<file path="src/rtl/uart_rx_64_pkg.sv">
// Shared constants for the 64-bit UART link: bit timing, byte FSM encoding, word size.
package uart_rx_64_pkg;

    localparam int BYTES_PER_WORD = 8;

    typedef enum logic [1:0] {
        ST_IDLE  = 2'd0,
        ST_START = 2'd1,
        ST_DATA  = 2'd2,
        ST_STOP  = 2'd3
    } rx_state_t;

    // Clock cycles per serial bit (integer division, 434 at 50 MHz / 115200).
    function automatic int calc_bit_cyc(input int clk_freq, input int baud);
        return clk_freq / baud;
    endfunction

    // Cycles from the start-bit edge to its centre.
    function automatic int calc_half_cyc(input int bit_cyc);
        return bit_cyc / 2;
    endfunction

endpackage

</file>
<file path="src/rtl/uart_rx_byte.sv">
// Single-byte 8N1 receiver: synchronizer, falling-edge detect, baud counter and byte FSM.
module uart_rx_byte
    import uart_rx_64_pkg::*;
#(
    parameter int BIT_CYC = 434
) (
    input  logic       i_clk,
    input  logic       i_rst,
    input  logic       i_rxd,
    output logic [7:0] o_byte,
    output logic       o_byte_done,
    output logic       o_byte_err,
    output logic       o_idle,
    output logic       o_fall
);

    localparam int HALF_CYC = calc_half_cyc(BIT_CYC);
    localparam int CNT_W    = $clog2(BIT_CYC);
    localparam logic [CNT_W-1:0] BIT_LAST  = CNT_W'(BIT_CYC - 1);
    localparam logic [CNT_W-1:0] HALF_LAST = CNT_W'(HALF_CYC - 1);

    logic             r_sync1;
    logic             r_sync2;
    logic             r_sync3;
    logic             w_line;
    logic             w_fall;
    rx_state_t        r_state;
    logic [CNT_W-1:0] r_cnt;
    logic [2:0]       r_bit_idx;
    logic [7:0]       r_shift;
    logic [7:0]       r_byte;
    logic             r_done;
    logic             r_err;

    // Two-flop synchronizer plus one delay stage for edge detection; idles high.
    always_ff @(posedge i_clk) begin
        if (i_rst) begin
            r_sync1 <= 1'b1;
            r_sync2 <= 1'b1;
            r_sync3 <= 1'b1;
        end else begin
            r_sync1 <= i_rxd;
            r_sync2 <= r_sync1;
            r_sync3 <= r_sync2;
        end
    end

    assign w_line = r_sync2;
    assign w_fall = r_sync3 & ~r_sync2;

    // Byte FSM: qualify start bit at its centre, sample data/stop bits mid-bit,
    // return to IDLE right after the stop sample so back-to-back frames are caught.
    always_ff @(posedge i_clk) begin
        if (i_rst) begin
            r_state   <= ST_IDLE;
            r_cnt     <= '0;
            r_bit_idx <= '0;
            r_done    <= 1'b0;
            r_err     <= 1'b0;
        end else begin
            r_done <= 1'b0;
            r_err  <= 1'b0;
            case (r_state)
                ST_IDLE: begin
                    if (w_fall) begin
                        r_state <= ST_START;
                        r_cnt   <= '0;
                    end
                end
                ST_START: begin
                    if (r_cnt == HALF_LAST) begin
                        r_cnt <= '0;
                        if (!w_line) begin
                            r_state   <= ST_DATA;
                            r_bit_idx <= '0;
                        end else begin
                            // Line already back high: a glitch, not a start bit.
                            r_state <= ST_IDLE;
                        end
                    end else begin
                        r_cnt <= r_cnt + 1'b1;
                    end
                end
                ST_DATA: begin
                    if (r_cnt == BIT_LAST) begin
                        r_cnt     <= '0;
                        r_shift   <= {w_line, r_shift[7:1]};
                        r_bit_idx <= r_bit_idx + 1'b1;
                        if (r_bit_idx == 3'd7) begin
                            r_state <= ST_STOP;
                        end
                    end else begin
                        r_cnt <= r_cnt + 1'b1;
                    end
                end
                ST_STOP: begin
                    if (r_cnt == BIT_LAST) begin
                        r_cnt   <= '0;
                        r_state <= ST_IDLE;
                        if (w_line) begin
                            r_done <= 1'b1;
                            r_byte <= r_shift;
                        end else begin
                            r_err <= 1'b1;
                        end
                    end else begin
                        r_cnt <= r_cnt + 1'b1;
                    end
                end
                default: r_state <= ST_IDLE;
            endcase
        end
    end

    assign o_byte      = r_byte;
    assign o_byte_done = r_done;
    assign o_byte_err  = r_err;
    assign o_idle      = (r_state == ST_IDLE);
    assign o_fall      = w_fall;

endmodule

</file>
<file path="src/rtl/uart_rx_64.sv">
// 64-bit UART receiver: assembles 8 MSB-first bytes into a word, drops partial
// words on framing errors or inter-byte timeout.
module uart_rx_64
    import uart_rx_64_pkg::*;
#(
    parameter int CLK_FREQ     = 50_000_000,
    parameter int BAUD         = 115200,
    parameter int TIMEOUT_BITS = 20
) (
    input  logic        clk,
    input  logic        rst_n,
    input  logic        uart_rxd,
    output logic [63:0] data_64,
    output logic        data_valid,
    output logic        frame_err
);

    localparam int BIT_CYC = calc_bit_cyc(CLK_FREQ, BAUD);
    localparam int TO_CYC  = TIMEOUT_BITS * BIT_CYC;
    localparam int TO_W    = $clog2(TO_CYC) + 1;
    localparam logic [TO_W-1:0] TO_LAST   = TO_W'(TO_CYC - 1);
    localparam logic [3:0]      LAST_BYTE = 4'(BYTES_PER_WORD - 1);

    logic [7:0]      w_byte;
    logic            w_byte_done;
    logic            w_byte_err;
    logic            w_idle;
    logic            w_fall;
    logic [55:0]     r_word_sr;
    logic [3:0]      r_byte_cnt;
    logic [TO_W-1:0] r_to_cnt;

    uart_rx_byte #(
        .BIT_CYC (BIT_CYC)
    ) u_byte (
        .i_clk       (clk),
        .i_rst       (rst_n),
        .i_rxd       (uart_rxd),
        .o_byte      (w_byte),
        .o_byte_done (w_byte_done),
        .o_byte_err  (w_byte_err),
        .o_idle      (w_idle),
        .o_fall      (w_fall)
    );

    // Word assembly, inter-byte timeout and output strobes. Byte events take
    // priority; the timeout only runs while a partial word sits with the FSM idle.
    always_ff @(posedge clk) begin
        if (rst_n) begin
            data_64    <= '0;
            data_valid <= 1'b0;
            frame_err  <= 1'b0;
            r_byte_cnt <= '0;
            r_to_cnt   <= '0;
        end else begin
            data_valid <= 1'b0;
            frame_err  <= 1'b0;
            if (w_byte_done) begin
                r_word_sr <= {r_word_sr[47:0], w_byte};
                r_to_cnt  <= '0;
                if (r_byte_cnt == LAST_BYTE) begin
                    data_64    <= {r_word_sr, w_byte};
                    data_valid <= 1'b1;
                    r_byte_cnt <= '0;
                end else begin
                    r_byte_cnt <= r_byte_cnt + 1'b1;
                end
            end else if (w_byte_err) begin
                frame_err  <= 1'b1;
                r_byte_cnt <= '0;
                r_to_cnt   <= '0;
            end else if ((r_byte_cnt == 4'd0) || !w_idle || w_fall) begin
                r_to_cnt <= '0;
            end else if (r_to_cnt == TO_LAST) begin
                frame_err  <= 1'b1;
                r_byte_cnt <= '0;
                r_to_cnt   <= '0;
            end else begin
                r_to_cnt <= r_to_cnt + 1'b1;
            end
        end
    end

endmodule

</file>
<file path="config.mk">
export PLATFORM = sky130hd
export DESIGN_NAME = uart_rx_64
export DESIGN_NICKNAME = d
export VERILOG_FILES = /design/src/rtl/uart_rx_64_pkg.sv /design/src/rtl/uart_rx_byte.sv /design/src/rtl/uart_rx_64.sv
export SDC_FILE = /design/constraint.sdc
export NUM_CORES = 1
export LEC_CHECK = 0
export ABC_AREA = 1
export CAP_MARGIN = 20
export CORE_MARGIN = 3
export CORE_UTILIZATION = 45
export CTS_BUF_LIST = sky130_fd_sc_hd__clkbuf_8 sky130_fd_sc_hd__clkbuf_16
export DETAILED_ROUTE_END_ITERATION = 10
export PLACE_DENSITY_LB_ADDON = 0.3
export SYNTH_ARGS = -nofsm -noshare
export SYNTH_HDL_FRONTEND = slang
export SYNTH_SLANG_ARGS = --single-unit
</file>
<file path="constraint.sdc">
create_clock -name clk -period 9 [get_ports clk]
set_clock_uncertainty 0.1 [all_clocks]
set_input_delay 1.35 -clock clk [delete_from_list [all_inputs] [get_ports clk]]
set_output_delay 1.35 -clock clk [all_outputs]
set_load 0.005 [all_outputs]
</file>
==> results.toml <==
[route]
viasPerCell = 5.17
ant_nets = 0
avgRoutedWirePerCell_um = 14.4
vias = 4623
routed_wl_mm = 12.9
drc = 0
dr.pass1.iters = 5
drt-initial-drc-count = 457

[setup_path]
slowest_delay_ns = 0.64
crit_family = "buffers and inverters"
worstPathRequired_ns = 9.21
cp_slowest_cell = "buf_4"
critPathKind = "in -> reg"
end_kind = "flop"
path_buf_inv = 4
worstPathArrival_ns = 3.27
path_cells = "buf_2, buf_4, inv_1, nand2_1, nor2_1, nand3_2, inv_1, o21ai_0, nor2_1"
start_kind = "primary input"
worstPathMaxFanout = 80

[die]
io_pins = 69
die_h_um = 126
initial_core_util_pct = 46.2
die_area_um2 = 15800
core_area_um2 = 14000
dieWidth_um = 126
rows = 43

[power]
power_density_nw_per_um2 = 199
vdd_drop_max_mv = 0.164
clkPwrFrac_pct = 44.8
seqPwrFrac_pct = 53.3
switching_share_pct = 21.0
fin_total_pwr_uw = 1560
p_comb_share_pct = 1.9
power.leakage_uw = 0.00260
intPower_uw = 1230
p_switching_uw = 327

[min_path]
min_path_type = "reg -> reg"

[sta]
setup_viol = 0
fin_crit_sh_pct = 34.0
hold_violations = 0
layout_min_cycle_time_ns = 3.06
rsz0062_at_grt = "no"
timing.slew.headroom_pct = 30.7
tns_ns = 0
drv_slew = 0
worst-slew-pin-transition_ns = 1.03
fmax_ghz = 0.326

[grt]
grt_overflow_total = 0
grt_pass1_wl_mm = 21.5
grt_pass1_vias = 4448
grt_max_degree = 81
antenna_found_initial = 0
track_usage_pct = 16.6

[clock_network]
clock-sinks = 176
clockRootBuffer = "clkbuf_16"
cts-resized-gates = 0
ctsLongestPathBuffers = 2
clk_pin_slew_worst_paths_ns = 0.07
h-tree-depth = 4
cts_tree = "built"
cts_setup_buffers = 0
numCtsBuffers = 17
clock_latency_ns = 0.41
cts_hold_buf = 0

[yosys]
ys_seq_area_share_pct = 65.6
synth_cells = 641
yosysUniqueCellTypes = 32
synth_top_family_by_area = "simple AND/OR/NAND/NOR gates"
ys_ff_latch = 176
synth_fa_ha_area_share_pct = 1.55
synth_xor_xnor_area_share_pct = 0.677
syn_nets = 652
synth.area.mux_share_pct = 0
netlist_area_um2 = 6470
yosys.area_share.simple_pct = 19.5
synth-compound-area-share_pct = 7.89
synth_area_per_cell_um2 = 10.1
synth_warnings = 0

[layout]
num_antenna_cells = 0
area_growth_pct = 21.1
final_area_um2 = 7840
nets = 712
drive_gt1_share_pct = 7.84

[run_status]
status = "finished, final reports clean"

[placed_design]
placed_area_um2 = 7270
dp_hpwl_mm = 8.04
gp_congestion = 0.842
port_buffers = 68

[run]
cap_violations = 0
state kept, by name, summed over array words and instances, names as in the netlist, named ones only:
signal              count
data_64                64
data_valid              1
frame_err               1
r_byte_cnt              4
r_to_cnt               15
r_word_sr              56
u_byte.o_byte           8
u_byte.o_byte_done      1
u_byte.o_byte_err       1
u_byte.r_bit_idx        3
u_byte.r_cnt            9
u_byte.r_shift          8
u_byte.r_state          1
u_byte.r_sync1          1
u_byte.r_sync2          1
u_byte.r_sync3          1
worst reg2reg max path, delay by kind of cell (launching register included):
family	cells	cell delay, ns
buffers and inverters	3	1.44
DFF	1	0.31
and+or+nand+nor	1	0.15
per-stage QoR:
step | hold WS, ns | cells | setup WS, ns | util [%]
floorplan | 0.289 | 641 | 4.38 | -
global placement | 0.300 | 861 | 5.58 | 51.8
detailed placement | 0.305 | 862 | 5.51 | 52.0
CTS | 0.317 | 894 | 5.95 | 56.0
global route | 0.333 | 894 | 5.74 | 56.0
finish | 0.315 | 894 | 5.94 | 56.0
synthesized netlist by cell type:
| library cell | number | area (µm²) |
|---|---|---|
| nand2_1 | 128 | 480 |
| dfxtp_1 | 104 | 2080 |
| nand3_1 | 86 | 430 |
| a21oi_1 | 84 | 420 |
| edfxtp_1 | 72 | 2160 |
| inv_1 | 36 | 135 |
| nor2_1 | 36 | 135 |
| buf_2 | 13 | 65.1 |
| o21ai_0 | 12 | 60.1 |
| clkbuf_1 | 11 | 41.3 |
| nor3_1 | 9 | 45.0 |
| ha_1 | 8 | 100 |
| nor2_2 | 7 | 43.8 |
| buf_4 | 6 | 45.0 |
| nand4_1 | 5 | 31.3 |
| xor2_1 | 4 | 35.0 |
| or2_2 | 3 | 18.8 |
| nand3b_1 | 2 | 15.0 |
| nor3b_2 | 2 | 25.0 |
| buf_1 | 1 | 3.75 |
| buf_6 | 1 | 11.3 |
| clkinv_2 | 1 | 5.00 |
| inv_2 | 1 | 3.75 |
| nand2_2 | 1 | 6.26 |
| nand2_4 | 1 | 11.3 |
| nand3_2 | 1 | 10.0 |
| o211a_1 | 1 | 10.0 |
| o21ai_1 | 1 | 5.00 |
| o21bai_1 | 1 | 7.51 |
| o31ai_1 | 1 | 7.51 |
| or2_0 | 1 | 6.26 |
| xnor2_1 | 1 | 8.76 |
power groups by stage:
stage	Combinational, µW	Clock, µW	Sequential (µW)
after detailed placement	30.3	0	847
after CTS	30.4	710	829
after floorplan	22.6	0	846
after global placement	28.8	0	846
after global routing	34.5	742	829
final	30.1	697	829
logic make-up after synthesis:
family | after synthesis
simple gates | 282
flops | 176
compound gates | 100
buf+inv | 70
fa+ha+maj | 8
xor+xnor | 5
layout make-up:
class / instances / area, µm²
sequential: 176 / 4250
multi-input combinational: 395 / 1930
clock buffer: 19 / 453
clock inverter: 13 / 114
fill: 1202 / 6150
timing repair buffer: 73 / 726
inverter: 38 / 144
tap: 180 / 225
cells in the final DEF (no fill, tap or decap), types with 3 or more instances in the layout:
cell type	count
nand2_1	127
dfxtp_1	103
nand3_1	86
a21oi_1	84
edfxtp_1	72
clkdlybuf4s50_1	67
inv_1	37
nor2_1	35
clkbuf_16	17
o21ai_0	12
nor3_1	9
ha_1	8
nor2_2	6
nand4_1	5
xor2_1	4
clkinvlp_4	4
buf_4	4
or2_2	3
clkinv_4	3
final timing paths:
path	from	endpoint	slack, ns	depth (start not counted)
setup / recovery	rst_n	r_to_cnt[3]	5.94	9
hold / removal	u_byte.r_sync1	u_byte.r_sync2	0.32	1
setup reg to reg	u_byte.o_byte_done	r_word_sr[46]	6.61	4
hold reg to reg	u_byte.r_sync1	u_byte.r_sync2	0.32	1
per-layer routing:
metal / wire length [µm] / GRT usage [%]
met5: 0 / 0
met4: 121 / 4.73
met3: 631 / 4.71
met2: 6270 / 26.4
met1: 5880 / 22.3
Note: power is estimated with default switching activity, not from simulation.
